`src/rtl/ifetch_pkg.sv`:
```
// Shared types and constants for the instruction fetch stage: FSM encoding,
// instruction field bounds and the DLX control-flow opcodes.
package ifetch_pkg;

  typedef enum logic [1:0] {
    ST_REQ   = 2'd0,
    ST_WAIT  = 2'd1,
    ST_ISSUE = 2'd2
  } state_e;

  localparam logic [0:31] NOP = 32'h0000_0000;

  // Bit 0 is the MSB on every [0:31] word
  localparam int JOFF_LO = 6;
  localparam int JOFF_HI = 31;
  localparam int IMM_LO  = 16;
  localparam int IMM_HI  = 31;

  localparam logic [5:0] OP_J    = 6'h02;
  localparam logic [5:0] OP_JAL  = 6'h03;
  localparam logic [5:0] OP_BEQZ = 6'h04;
  localparam logic [5:0] OP_BNEZ = 6'h05;
  localparam logic [5:0] OP_JR   = 6'h12;
  localparam logic [5:0] OP_JALR = 6'h13;

  function automatic logic [0:31] word_align(input logic [0:31] a);
    return {a[0:29], 2'b00};
  endfunction

endpackage

```
`src/rtl/ifetch_next_pc.sv`:
```
// Combinational next-PC selection for the fetch stage: jump-register, PC-relative
// jump, taken branch or sequential, with the result forced to word alignment.
module ifetch_next_pc
  import ifetch_pkg::*;
(
  input  logic [0:31]      pc_i,
  input  logic [JOFF_LO:31] instr_i,
  input  logic             branch_i,
  input  logic             jump_i,
  input  logic             br_taken_i,
  input  logic             jreg_i,
  input  logic [0:31]      rs_value_i,
  output logic [0:31]      next_pc_o,
  output logic             redirect_o
);

  logic [0:31] pc_seq;
  logic [0:31] joff;
  logic [0:31] ioff;
  logic [0:31] target;

  assign pc_seq = pc_i + 32'd4;
  assign joff   = {{JOFF_LO{instr_i[JOFF_LO]}}, instr_i[JOFF_LO:JOFF_HI]};
  assign ioff   = {{IMM_LO{instr_i[IMM_LO]}}, instr_i[IMM_LO:IMM_HI]};

  // JUMP is tested first so it wins when the decoder raises both
  always_comb begin
    target = pc_seq;
    if (jump_i && jreg_i) begin
      target = rs_value_i;
    end else if (jump_i) begin
      target = pc_seq + joff;
    end else if (branch_i && br_taken_i) begin
      target = pc_seq + ioff;
    end
  end

  assign next_pc_o  = word_align(target);
  assign redirect_o = jump_i | (branch_i & br_taken_i);

endmodule

```
`src/rtl/ifetch_unit.sv`:
```
// DLX fetch stage: PC register, imem request/response handshake with timeout,
// and issue toward decode. Define IFETCH_DELAY_SLOT_EN for one branch delay slot.
module ifetch_unit
  import ifetch_pkg::*;
#(
  parameter logic [0:31] RESET_PC = 32'h0000_0000,
  parameter int          MAX_WAIT = 16
) (
  input  logic        clk,
  input  logic        reset,
  output logic        imem_req,
  output logic [0:31] imem_addr,
  input  logic        imem_valid,
  input  logic [0:31] imem_rdata,
  output logic [0:31] instr,
  output logic        instr_valid,
  input  logic        stall,
  input  logic        BRANCH,
  input  logic        JUMP,
  input  logic        br_taken,
  input  logic        jreg,
  input  logic [0:31] rs_value,
  output logic [0:31] pc_plus4,
  output logic        fetch_err
);

  localparam int CW = $clog2(MAX_WAIT + 1);

  state_e      state_q, state_d;
  logic [0:31] pc_q, pc_d;
  logic [CW-1:0] cnt_q, cnt_d, cnt_inc;
  logic        req_q, req_d;
  logic [0:31] addr_q, addr_d;
  logic [0:31] instr_q, instr_d;
  logic        ivld_q, ivld_d;
  logic [0:31] pc4_q, pc4_d;
  logic        err_q, err_d;
  logic [0:31] pc_seq;
  logic [0:31] next_pc;
  logic        redirect;
  logic        timeout;
`ifdef IFETCH_DELAY_SLOT_EN
  logic        slot_q, slot_d;
  logic [0:31] pend_q, pend_d;
`endif

  assign pc_seq  = pc_q + 32'd4;
  assign cnt_inc = cnt_q + 1'b1;
  assign timeout = (cnt_inc == CW'(MAX_WAIT));

  ifetch_next_pc u_next_pc (
    .pc_i       (pc_q),
    .instr_i    (instr_q[JOFF_LO:31]),
    .branch_i   (BRANCH),
    .jump_i     (JUMP),
    .br_taken_i (br_taken),
    .jreg_i     (jreg),
    .rs_value_i (rs_value),
    .next_pc_o  (next_pc),
    .redirect_o (redirect)
  );

  always_ff @(posedge clk) begin
    if (reset) state_q <= ST_REQ;
    else       state_q <= state_d;
  end

  // REQ is left only once the strobe has actually been presented, so the
  // first REQ after reset spends one cycle raising it
  always_comb begin
    state_d = state_q;
    case (state_q)
      ST_REQ:   if (req_q) state_d = ST_WAIT;
      ST_WAIT: begin
        if (imem_valid)   state_d = ST_ISSUE;
        else if (timeout) state_d = ST_REQ;
      end
      ST_ISSUE: if (!stall) state_d = ST_REQ;
      default:  state_d = ST_REQ;
    endcase
  end

  always_comb begin
    pc_d    = pc_q;
    cnt_d   = cnt_q;
    instr_d = instr_q;
    ivld_d  = ivld_q;
    pc4_d   = pc4_q;
    err_d   = err_q;
`ifdef IFETCH_DELAY_SLOT_EN
    slot_d  = slot_q;
    pend_d  = pend_q;
`endif
    case (state_q)
      ST_REQ: cnt_d = '0;
      ST_WAIT: begin
        if (imem_valid) begin
          instr_d = imem_rdata;
          ivld_d  = 1'b1;
          pc4_d   = pc_seq;
        end else begin
          cnt_d = cnt_inc;
          if (timeout) err_d = 1'b1;
        end
      end
      ST_ISSUE: begin
        if (!stall) begin
          ivld_d = 1'b0;
`ifdef IFETCH_DELAY_SLOT_EN
          // Control flow of the slot instruction itself is ignored
          if (slot_q) begin
            pc_d   = pend_q;
            slot_d = 1'b0;
          end else if (redirect) begin
            pend_d = next_pc;
            slot_d = 1'b1;
            pc_d   = word_align(pc_seq);
          end else begin
            pc_d   = next_pc;
          end
`else
          pc_d = redirect ? next_pc : word_align(pc_seq);
`endif
        end
      end
      default: ;
    endcase
    req_d  = (state_d == ST_REQ);
    addr_d = req_d ? pc_d : addr_q;
  end

  always_ff @(posedge clk) begin
    if (reset) begin
      pc_q    <= RESET_PC;
      cnt_q   <= '0;
      req_q   <= 1'b0;
      addr_q  <= '0;
      instr_q <= NOP;
      ivld_q  <= 1'b0;
      pc4_q   <= '0;
      err_q   <= 1'b0;
`ifdef IFETCH_DELAY_SLOT_EN
      slot_q  <= 1'b0;
      pend_q  <= '0;
`endif
    end else begin
      pc_q    <= pc_d;
      cnt_q   <= cnt_d;
      req_q   <= req_d;
      addr_q  <= addr_d;
      instr_q <= instr_d;
      ivld_q  <= ivld_d;
      pc4_q   <= pc4_d;
      err_q   <= err_d;
`ifdef IFETCH_DELAY_SLOT_EN
      slot_q  <= slot_d;
      pend_q  <= pend_d;
`endif
    end
  end

  assign imem_req    = req_q;
  assign imem_addr   = addr_q;
  assign instr       = instr_q;
  assign instr_valid = ivld_q;
  assign pc_plus4    = pc4_q;
  assign fetch_err   = err_q;

endmodule
```
`config.mk`:
```
export PLATFORM = sky130hd
export DESIGN_NAME = ifetch_unit
export DESIGN_NICKNAME = d
export VERILOG_FILES = /design/src/rtl/ifetch_pkg.sv /design/src/rtl/ifetch_next_pc.sv /design/src/rtl/ifetch_unit.sv
export SDC_FILE = /design/constraint.sdc
export NUM_CORES = 1
export LEC_CHECK = 0
export BUFFER_PORTS_ARGS = -buffer_cell sky130_fd_sc_hd__buf_4
export CORE_UTILIZATION = 30
export CTS_BUF_LIST = sky130_fd_sc_hd__clkbuf_8
export DETAILED_ROUTE_END_ITERATION = 16
export GPL_ROUTABILITY_DRIVEN = 0
export PLACE_DENSITY = 0.51
export SYNTH_ARGS = -nofsm -noshare
export SYNTH_HDL_FRONTEND = slang
export SYNTH_SLANG_ARGS = --single-unit
```
`constraint.sdc`:
```
create_clock -name clk -period 9.6 [get_ports clk]
set_input_delay 1.44 -clock clk [delete_from_list [all_inputs] [get_ports clk]]
set_output_delay 1.44 -clock clk [all_outputs]
set_load 0.02 [all_outputs]
```
* Word level (Yosys, flattened, before mapping) *
Cells that the tools add are included.

word-level totals
  flip-flop bits (word level) = 138
  input bits = 72
  logic and storage cells = 48

cells by class
  add/sub/neg operators = 4
  eq/ne operators = 6
  muxes and demuxes = 16
  bitwise logic cells = 3
  reductions and logical operators = 10

operators by type and width
  operator                 count
  $mux W32                 6
  $add A32 B32 Y32         2
  $add A32 B3 Y32 const B  1
  $pmux W5 S2              1
  $mux W2                  4
  $ne A2 B2 Y1 const B     3
  $pmux W2 S3              1
  $reduce_and A3 Y1        2
  $add A5 B1 Y5 const B    1
  $eq A5 B5 Y1 const B     1
  $mux W5                  1
  $logic_not A2 Y1         2
  $reduce_and A2 Y1        2
  $reduce_bool A2 Y1       2
  $eq A2 B1 Y1 const B     1
  $eq A2 B2 Y1 const B     1
  $logic_and A1 B1 Y1      2
  $mux W1                  2
  $pmux W1 S2              1
  $and A1 B1 Y1            1
  $not A1 Y1               1
  $or A1 B1 Y1             1

* Logic depth before layout (Yosys ltp) *
Gate-level depths: netlist (run 1).

  depth after elaboration = 8
  gate-level depth with buffers = 18
  mapped depth without buffers = 16

* Modules after synthesis *
Synthesis (run 1) repeated with hierarchy kept, for this count alone.

second synthesis, totals
  cells, all modules = 1249
  area total of the unflattened synthesis = 9510.4 um2

by module, submodules not included
  module          instances  cells each  area an instance (um2)  seq. area each (um2)
  ifetch_unit     1          739         6010.8                  2762.6
  ifetch_next_pc  1          510         3499.6                  0.0

* Worst setup path after synthesis (run 1) *
OpenSTA, ideal clock, no wires.

  path type = reg2reg
  from = reg pc_q[29] in the netlist's numbering
  to = reg addr_q (netlist bit imem_addr[5])
  setup time = 0.101 ns
  data arrival time = 3.671 ns
  data required time = 9.499 ns
  setup slack = 5.828 ns
  cell stages (with the launch flop) = 18
  period minus slack after synthesis = 3.772 ns
  cell sequence = dfxtp_1 > nand2_1 > or3_1 > nor2_1 > nand3_1 > xor2_1 > inv_1 > ha_1 > buf_2 > a21oi_1 > o21ai_1 > a21o_1 > a221o_1 > a41o_1 > a311o_1 > xor2_1 > a21oi_2 > o41ai_1

between the ends
  cells in the longest elaborated chain, start to end = 8
  elaborated cells between the ends (all ways) = 9

ends and longest elaborated chain
  what                      line                  RTL
  start: declaration        ifetch_unit.sv:30     logic [0:31] pc_q, pc_d;
  start signal: assignment  ifetch_unit.sv:147    pc_q <= pc_d;
  $add A32 B3 Y32 *         ifetch_unit.sv:47     assign pc_seq = pc_q + 32'd4;
  net pc_seq (one bit)      ifetch_unit.sv:38     logic [0:31] pc_seq;
  $add A32 B32 Y32          ifetch_next_pc.sv:34  target = pc_seq + ioff;
  $mux W32                  ifetch_next_pc.sv:33  end else if (branch_i && br_taken_i) begin
  $mux W32 *                ifetch_next_pc.sv:31  end else if (jump_i) begin
  $mux W32 *                ifetch_next_pc.sv:29  if (jump_i && jreg_i) begin
  $mux W32 *                ifetch_unit.sv:122    pc_d = redirect ? next_pc : word_align(pc_seq);
  $mux W32 *                ifetch_unit.sv:107    if (!stall) begin
  $mux W32 *                ifetch_unit.sv:94     case (state_q)
  end signal: assignment    ifetch_unit.sv:150    addr_q <= addr_d;
  end: declaration          ifetch_unit.sv:33     logic [0:31] addr_q, addr_d;

The timed path passes the listed nets; every way through them passes the cells marked *.
A chain may end at the register's enable or synchronous reset.

* Final worst setup path (run 1) *
  from = reg pc_q[27] in the netlist's numbering
  to = reg addr_q (netlist bit imem_addr[5])

The elaborated chain is that of the path after synthesis.

==> results of run 1 <==
layer usage:
layer,track usage (%),up-vias,wire length [um]
li1,-,4610,-
met1,31.6,4413,16500
met2,31.4,334,14300
met3,3.81,54,2120
met4,7.54,0,844
met5,0,-,0
critical path, cell delays in order (launching register included):
cell and delay, ps:
dfxtp_1 500, and4_1 280, nand3_1 140, nor4_2 500, nand3_1 150, xnor2_1 820
ha_1 470, nand2_1 100, nor2_1 50, a221o_1 320, a41o_1 290, a311o_1 390
xor2_1 310, a21oi_2 130, o41ai_1 320
through the flow:
stage | hold WS [ps] | total power [W] | cells
floorplan | 457 | 0.000777 | 1200
global placement | 445 | 0.000886 | 1704
detailed placement | 452 | 0.000887 | 1704
CTS | 464 | 0.00137 | 1736
global route | 482 | 0.00142 | 1736
finish | 464 | 0.00136 | 1736
registers in the layout, summed over array words and instances, names as in the netlist:
register     count
cnt_q            5
fetch_err        1
imem_addr       32
imem_req         1
instr           32
instr_valid      1
pc_plus4        32
pc_q            32
state_q          2
cells in the mapped netlist (5+ instances only):
cell      number  area share (%)
o21ai_0       46             2.5
a221oi_1       7            0.67
a21oi_1      126             6.9
o311ai_0       5            0.48
nor3_2         5            0.55
nand4_1       23             1.6
mux2i_1        6            0.66
clkbuf_1      55             2.3
inv_1         30             1.2
nor3_1        34             1.9
nor2_1       138             5.7
nand2b_1       8            0.55
a31oi_1       14            0.96
dfxtp_1      138              30
and3_1        16             1.1
a211oi_1      34             2.8
a21o_1        32             2.6
nand2_1      172             7.1
buf_1          5            0.21
a221o_1        5            0.55
or3_1         13            0.89
ha_1          52             7.1
o21bai_1       5            0.41
nand3_1       31             1.7
o21ai_1       10            0.55
xnor2_1       29             2.8
and2_1        10            0.69
a21oi_2        5            0.48
xor2_1        30             2.9
o211ai_1       7            0.58
buf_2          5            0.27
o21a_1         9            0.74
final timing paths:
path | end | cells after the start | slack (ps)
min | instr[0] | 2 | 460
max reg2reg | imem_addr[5] | 14 | 4710
min reg2reg | instr[0] | 2 | 460
max | imem_addr[5] | 14 | 4710
where the power goes:
| group | internal (W) | switching (W) | leakage [nW] |
|---|---|---|---|
| clock network | 0.000197 | 0.000290 | 0.190 |
| logic | 0.0000939 | 0.000161 | 3.46 |
| registers | 0.000597 | 0.0000209 | 1.12 |
logic make-up (layout without fill, tap and decap cells):
kind of cell | Yosys count | count (layout)
and+or+nand+nor | 481 | 481
AOI/OAI and AO/OA | 366 | 366
DFF | 138 | 138
buffers and inverters | 96 | 242
xor gates and xnor gates | 60 | 60
adders and majority gates | 52 | 52
muxes | 7 | 7
layout make-up:
cell class,count,area (um2),area share [%]
Clock inverter,14,131,1.18
Sequential cell,138,2760,24.9
Timing Repair Buffer,180,1350,12.2
Clock buffer,18,248,2.23
Multi-Input combinational cell,966,6010,54.1
Inverter,30,113,1.01
Tap cell,390,488,4.40
==> impl_metrics.yaml, run 1 <==
power_and_ir_drop:
  irDropWorstVdd_mv: 0.0663
  p_leak_nw: 4.76
  powerDensity_mw_per_mm2: 123
synthesis:
  synth_edf_count: 0
  ys_ff_latch: 138
  synthAdderAreaFrac_pct: 7.14
  synth_xor_area_share_pct: 5.85
  yosys.area_share.simple_pct: 24.6
  ys_warn_count: 0
  synthDistinctLibCells: 91
  synth_flop_cell: "dfxtp_1"
  ys_seq_area_share_pct: 30.3
  syn-instance-count: 1200
  async_flop_share_pct: 0
  avgSynthCellArea_um2: 7.60
  synth_area_mm2: 0.00912
  synth_compound_area_share_pct: 27.3
  synthMuxAreaShare_pct: 0.782
  syn-num-nets: 1324
  synth_top_family_by_area: "compound AO/OA/AOI/OAI gates"
route:
  wl_per_cell_um: 19.4
  num_vias: 9411
  totalWireLength_mm: 33.7
  ant_nets: 0
  drc_errors: 0
  drt-vias-per-instance: 5.42
  drt_iter0_drc: 770
  drt_first_pass_iters: 5
layout:
  fillers: 3236
  final_cell_mix: "180 x buf_4, 172 x nand2_1, 138 x dfxtp_1"
  antennaDiodeCount: 0
  final_common_cell: "buf_4"
  final_util_pct: 37.3
  stdcell_area_mm2: 0.0111
  syn_to_final_growth_pct: 21.7
  drive_above_1_share_pct: 19.3
  layout.nets: 1457
timing:
  fin_setup_tns_ps: 0
  post-route-min-period_ps: 4890
  rsz0062_at_grt: "false"
  worstMarginPinSlew_ps: 1090
  period_share_pct: 50.9
  finalSetupViolCount: 0
  max-slew-margin-rel_pct: 26.8
  clock_skew_ps: 22.5
  fmax_mhz: 205
  worst_slack_ps: 4710
  slew_viol_final: 0
  hold_viol: 0
floorplan:
  die_x_um: 176
  io_pins: 171
  die_h_um: 176
  initial_core_util_pct: 30.6
  dieArea_mm2: 0.0311
  coreArea_mm2: 0.0298
  num_rows: 63
clock_network:
  clock_sinks: 138
  path_clk_slew_ps: 100
  cts_tree: "done"
  numCtsBuffers: 17
  cts_resized: 0
  htreeDepth: 4
  cts_max_path_buffers: 2
  post_cts_buffers: 0
  root_buffer: "clkbuf_8"
  clkLatencyLatePin_ps: 480
  cts_hold_buffers: 0
critical_path:
  critical_path.max_fanout: 8
  crit_path_start: "pc_q[27]"
  crit_required_ps: 9970
  cp.arrival_ps: 5250
  r2r_start: "pc_q[27]"
  crit_type: "reg -> reg"
  start_kind: "flop"
  cp-end-kind: "flop"
global_route:
  gr-total-overflow: 0
  grt_pass1_vias: 8614
  grt_max_degree: 67
  antenna_found_initial: 0
  grtUsageTotal_pct: 21.6
  grt_pass1_wl_mm: 51.2
place:
  postPlaceCellArea_mm2: 0.0107
  post-dp-hpwl_mm: 25.5
  io_buffers: 168
  place_ws_ps: 4820
outcome:
  status: "complete, no violations"
worst_hold_path:
  hp-start: "instr[0]"
  min_path_type: "reg -> reg"
run:
  maxCapViolCount: 0
Note: power is estimated with default switching activity, not from simulation.
==> inputs of run 2 (changes only) <==
--- a/config.mk
+++ b/config.mk
@@ -10,7 +10,7 @@
 export CTS_BUF_LIST = sky130_fd_sc_hd__clkbuf_8
 export DETAILED_ROUTE_END_ITERATION = 16
 export GPL_ROUTABILITY_DRIVEN = 0
-export PLACE_DENSITY = 0.51
+export PLACE_DENSITY = 0.53
 export SYNTH_ARGS = -nofsm -noshare
 export SYNTH_HDL_FRONTEND = slang
 export SYNTH_SLANG_ARGS = --single-unit
==> constraint.sdc (replaced) <==
create_clock -name clk -period 4.1 [get_ports clk]
set_input_delay 0.615 -clock clk [delete_from_list [all_inputs] [get_ports clk]]
set_output_delay 0.615 -clock clk [all_outputs]
set_load 0.02 [all_outputs]
==> run 2 against run 1 <==
  * Sequential cell count stayed put
  * Combinational power grew to 2.5 times the previous value
  * Final cell count is 8.1% higher
  * Clock-buffer cell count stayed put
  * Critical endpoint is now imem_addr[8]
  * Largest power group unchanged
  * Highest routed layer unchanged
==> impl_metrics.yaml, run 2 (synthesized netlist as in run 1, its figures left out) <==
route:
  num_vias: 9845
  drc_errors: 0
  drt-vias-per-instance: 5.25
  wl_per_cell_um: 18.4
  totalWireLength_mm: 34.6
  ant_nets: 0
  drt_first_pass_iters: 5
  drt_iter0_drc: 830
critical_path:
  critical_path.max_fanout: 4
  crit_required_ps: 4490
  r2r_start: "pc_q[26]"
  reg2reg_depth: 17
  r2r-end: "imem_addr[8]"
  cp.arrival_ps: 4320
  start_kind: "flop"
  r2r_slack_ps: 170
  cp-end-kind: "flop"
  crit_type: "reg -> reg"
layout:
  drive_above_1_share_pct: 29.1
  final_common_cell: "buf_4"
  stdcell_area_mm2: 0.0123
  layout.nets: 1598
  syn_to_final_growth_pct: 35.2
  antennaDiodeCount: 0
  final_cell_mix: "321 x buf_4, 171 x nand2_1, 136 x nor2_1"
  final_util_pct: 41.4
timing:
  worstMarginPinSlew_ps: 970
  clock_skew_ps: 17.2
  worst_slack_ps: 165
  post-route-min-period_ps: 3930
  slew_viol_final: 0
  finalSetupViolCount: 0
  period_share_pct: 96.0
  hold_viol: 0
  max-slew-margin-rel_pct: 35.4
  fmax_mhz: 254
  hold_slack_ps: 374
  fin_setup_tns_ps: 0
  rsz0062_at_grt: "false"
place:
  postPlaceCellArea_mm2: 0.0117
  io_buffers: 168
  post-dp-hpwl_mm: 27.2
  place_ws_ps: 25.9
clock_network:
  numCtsBuffers: 17
  path_clk_slew_ps: 100
  root_buffer: "clkbuf_8"
  clkLatencyLatePin_ps: 480
  clock_sinks: 138
  cts_max_path_buffers: 2
  cts_tree: "done"
  htreeDepth: 4
power_and_ir_drop:
  p_switching_w: 0.00111
  p_comb_share_pct: 19.6
  swShare_pct: 33.7
  power_frac_seq_pct: 44.0
  p_clk_share_pct: 36.4
  p_leak_nw: 5.53
  irDropWorstVdd_mv: 0.152
  p_int_w: 0.00218
  powerDensity_mw_per_mm2: 267
global_route:
  grt_max_degree: 76
  gr-total-overflow: 0
  antenna_found_initial: 0
  grt_pass1_wl_mm: 52.9
  grt_pass1_vias: 9134
  grtUsageTotal_pct: 22.2
outcome:
  status: "complete, no violations"
worst_hold_path:
  hp-start: "imem_rdata[23]"
  hold_depth: 3
  holdPathEnd: "instr[23]"
  min_path_type: "in -> reg"
floorplan:
  io_pins: 171
  die_x_um: 176
  initial_core_util_pct: 30.6
  coreArea_mm2: 0.0298
  dieArea_mm2: 0.0311
  num_rows: 63
  die_h_um: 176
run:
  maxCapViolCount: 0
-- run 2: layout make-up --
cell class                 instances  area [um2]
clock buffer                      18         248
clock inverter                    14         149
timing repair buffer             321        2410
inverter                          30         113
sequential                       138        2770
fill                            3168       17500
tap                              390         488
multi-input combinational        966        6150
-- run 2: how the worst max path moves through the flow --
| stage | start | endpoint | slack (ps) | depth (start not counted) |
|---|---|---|---|---|
| floorplan | pc_q[29] | imem_addr[5] | 330 | 17 |
| global placement | pc_q[29] | imem_addr[6] | 10 | 15 |
| detailed placement | pc_q[29] | imem_addr[6] | 30 | 15 |
| CTS | pc_q[28] | imem_addr[5] | 10 | 16 |
| global route | pc_q[25] | imem_addr[6] | 1 | 15 |
| finish | pc_q[26] | imem_addr[8] | 170 | 17 |
-- run 2: what timing repair did --
action | CTS | global route
hold buffers | 0 | 0
pin swaps | 0 | 5
resized for setup | 3 | 30
setup endpoints to repair | 3 | 23
cloned | 0 | 0
buffers inserted | 0 | 4
-- run 2: power groups by stage --
stage,combinational (W),clock (W),sequential (W)
after floorplan,0.000295,0,0.00153
after global placement,0.000637,0,0.00148
after detailed placement,0.000640,0,0.00148
after CTS,0.000641,0.00122,0.00145
after global routing,0.000704,0.00127,0.00146
final,0.000646,0.00120,0.00145
-- run 2: metrics by stage --
stage               cells  power, W
global route         1877   0.00343
finish               1877   0.00329
global placement     1841   0.00211
CTS                  1873   0.00331
detailed placement   1841   0.00212
floorplan            1200   0.00182
-- run 2: layer usage --
| layer | GRT usage, % | share of wire, % | up-vias |
|---|---|---|---|
| met5 | 0 | 0 | - |
| met4 | 5.82 | 1.8 | 0 |
| met3 | 3.98 | 6.1 | 38 |
| met2 | 33.5 | 43 | 321 |
| met1 | 32.1 | 49 | 4597 |
| li1 | - | - | 4889 |
-- run 2: worst max-delay path, cell delays in order (launching register included) --
cell and delay (ps):
dfxtp_2 370, and4_1 220, nand3_1 130, nor4_2 330
buf_4 180, nand3_1 90, xnor2_1 150, buf_4 160
ha_1 330, nand2_1 110, or4_1 550, a21oi_2 170
nor3_2 70, buf_4 160, xnor2_1 270, a21oi_1 160
buf_4 160, o41ai_2 240
==> inputs of run 3 (changes only) <==
--- a/config.mk
+++ b/config.mk
@@ -6,11 +6,11 @@
 export NUM_CORES = 1
 export LEC_CHECK = 0
 export BUFFER_PORTS_ARGS = -buffer_cell sky130_fd_sc_hd__buf_4
-export CORE_UTILIZATION = 30
+export CORE_UTILIZATION = 45
 export CTS_BUF_LIST = sky130_fd_sc_hd__clkbuf_8
 export DETAILED_ROUTE_END_ITERATION = 16
 export GPL_ROUTABILITY_DRIVEN = 0
-export PLACE_DENSITY = 0.53
+export PLACE_DENSITY = 0.72
 export SYNTH_ARGS = -nofsm -noshare
 export SYNTH_HDL_FRONTEND = slang
 export SYNTH_SLANG_ARGS = --single-unit
==> run 3 against run 2 <==
  * Total power rose by 1.4%
  * Non-clock buffer count fell by 25
  * Worst setup slack worse by 28 ps
  * Clock skew fell by 9.1 ps
  * First-iteration DRC count rose by 35%
  * Utilization is 20 points higher
  * Final cell count fell by 8.0%
  * Sequential power about the same
==> impl_metrics.yaml, run 3 (synthesized netlist as in run 1, its figures left out) <==
floorplan:
  num_rows: 51
  initial_core_util_pct: 46.4
  coreArea_mm2: 0.0197
  dieArea_mm2: 0.0208
  io_pins: 171
  die_x_um: 144
  die_h_um: 144
timing:
  hold_viol: 0
  slew_viol_final: 0
  fmax_mhz: 252
  clock_skew_ps: 8.12
  rsz0062_at_grt: "true"
  period_share_pct: 96.7
  worstMarginPinSlew_ps: 1050
  max-slew-margin-rel_pct: 30.1
  post-route-min-period_ps: 3960
  finalSetupViolCount: 0
critical_path:
  critPathBufInv: 1
  cp.arrival_ps: 4310
  crit_slowest_cell: "nor4_2"
  critical_path.max_fanout: 6
  crit_type: "reg -> reg"
  cp_cell_sequence: "and4_1 > nand3_1 > nor4_2 > buf_4 > nand2_1 > xnor2_2 > ha_1 > a21o_1 > a21oi_1 > o21ai_0 > a31o_2 > a21o_1 > a41oi_2 > xnor2_1 > a211oi_2 > o31ai_1"
  start_kind: "flop"
  cp-end-kind: "flop"
  crit_required_ps: 4440
  critical_path.top_delay_family: "compound AO/OA/AOI/OAI gates"
  cp_common_cell: "a21o_1"
  max_stage_delay_ps: 410
global_route:
  gr-total-overflow: 0
  grt_pass1_wl_mm: 49.2
  antenna_found_initial: 0
  grt_max_degree: 56
  grtUsageTotal_pct: 30.7
  grt_pass1_vias: 9196
clock_network:
  cts_tree: "done"
  cts_max_path_buffers: 2
  htreeDepth: 4
  numCtsBuffers: 17
  path_clk_slew_ps: 90
  clock_sinks: 138
  cts_hold_buffers: 0
  clkLatencyLatePin_ps: 470
  root_buffer: "clkbuf_8"
layout:
  final_common_cell: "buf_4"
  seqCellArea_mm2: 0.00277
  antennaDiodeCount: 0
  stdcell_area_mm2: 0.0121
  layout.nets: 1573
  drive_above_1_share_pct: 27.9
  syn_to_final_growth_pct: 32.3
  fillers: 1818
  multi_input_area_mm2: 0.00620
  final_cell_mix: "296 x buf_4, 171 x nand2_1, 136 x nor2_1"
  final_cell_count_no_fill: 1727
run:
  maxCapViolCount: 0
power_and_ir_drop:
  irDropWorstVdd_mv: 0.200
  powerDensity_mw_per_mm2: 276
  p_leak_nw: 5.44
place:
  placed_cells: 1694
  post-dp-hpwl_mm: 24.2
  io_buffers: 168
  postPlaceCellArea_mm2: 0.0114
route:
  drt-vias-per-instance: 5.89
  totalWireLength_mm: 32.1
  num_vias: 10174
  drt_iter0_drc: 1117
  ant_nets: 0
  drc_errors: 0
  wl_per_cell_um: 18.6
  drt_first_pass_iters: 6
worst_hold_path:
  min_path_type: "in -> reg"
outcome:
  status: "complete, no violations"
==> run 3: power breakdown <==
group | internal [W] | leakage, nW | switching [W] | total [W]
registers | 0.00140 | 1.12 | 0.0000463 | 0.00144
clock network | 0.000632 | 0.209 | 0.000622 | 0.00125
logic | 0.000251 | 4.11 | 0.000386 | 0.000637
==> run 3: final cells by class <==
cell class / count / area share [%]
Clock inverter: 14 / 1.50
Inverter: 30 / 0.934
Multi-Input combinational cell: 966 / 51.4
Sequential cell: 138 / 23.0
Clock buffer: 18 / 2.05
Tap cell: 265 / 2.75
Timing Repair Buffer: 296 / 18.4
==> run 3: per-layer routing <==
layer	track usage (%)	routed length (um)	share of wire, %	vias up
met5	0	0	0	-
met1	41.9	13800	43	4726
met4	12.7	1270	4.0	0
met3	6.29	3140	9.8	97
li1	-	-	-	4839
met2	46.7	13800	43	512
==> run 3: path summary, 6_finish.rpt <==
kind / depth (start not counted) / to / startpoint / slack, ps
setup reg to reg: 16 / imem_addr[1] / pc_q[24] / 140
hold / removal: 3 / instr[27] / imem_rdata[27] / 380
setup / recovery: 16 / imem_addr[1] / pc_q[24] / 140
hold reg to reg: 2 / pc_plus4[24] / pc_plus4[24] / 460
==> run 3: per-stage QoR <==
step / setup slack [ps] / util [%] / setup TNS, ps / power (W) / hold WS [ps]
floorplan: 328 / - / 0 / 0.00182 / 457
global placement: 23.5 / 58.1 / 0 / 0.00209 / 443
detailed placement: -24.8 / 58.1 / -24.8 / 0.00210 / 447
CTS: 21.6 / 60.4 / 0 / 0.00332 / 376
global route: -23.2 / 61.4 / -32.6 / 0.00346 / 378
finish: 137 / 61.4 / 0 / 0.00333 / 384
==> run 3: repair_timing <==
item,in CTS,in global routing
setup endpoints to repair,2,23
setup buffers,0,1
gates resized for setup,4,35
pin swaps,0,5
==> run 3: worst register-to-register path, cell delays in order (launching register included) <==
cell and delay [ps]:
dfxtp_2 380, and4_1 220, nand3_1 140, nor4_2 410
buf_4 180, nand2_1 70, xnor2_2 300, ha_1 360
a21o_1 210, a21oi_1 200, o21ai_0 110, a31o_2 260
a21o_1 180, a41oi_2 170, xnor2_1 150, a211oi_2 370
o31ai_1 130
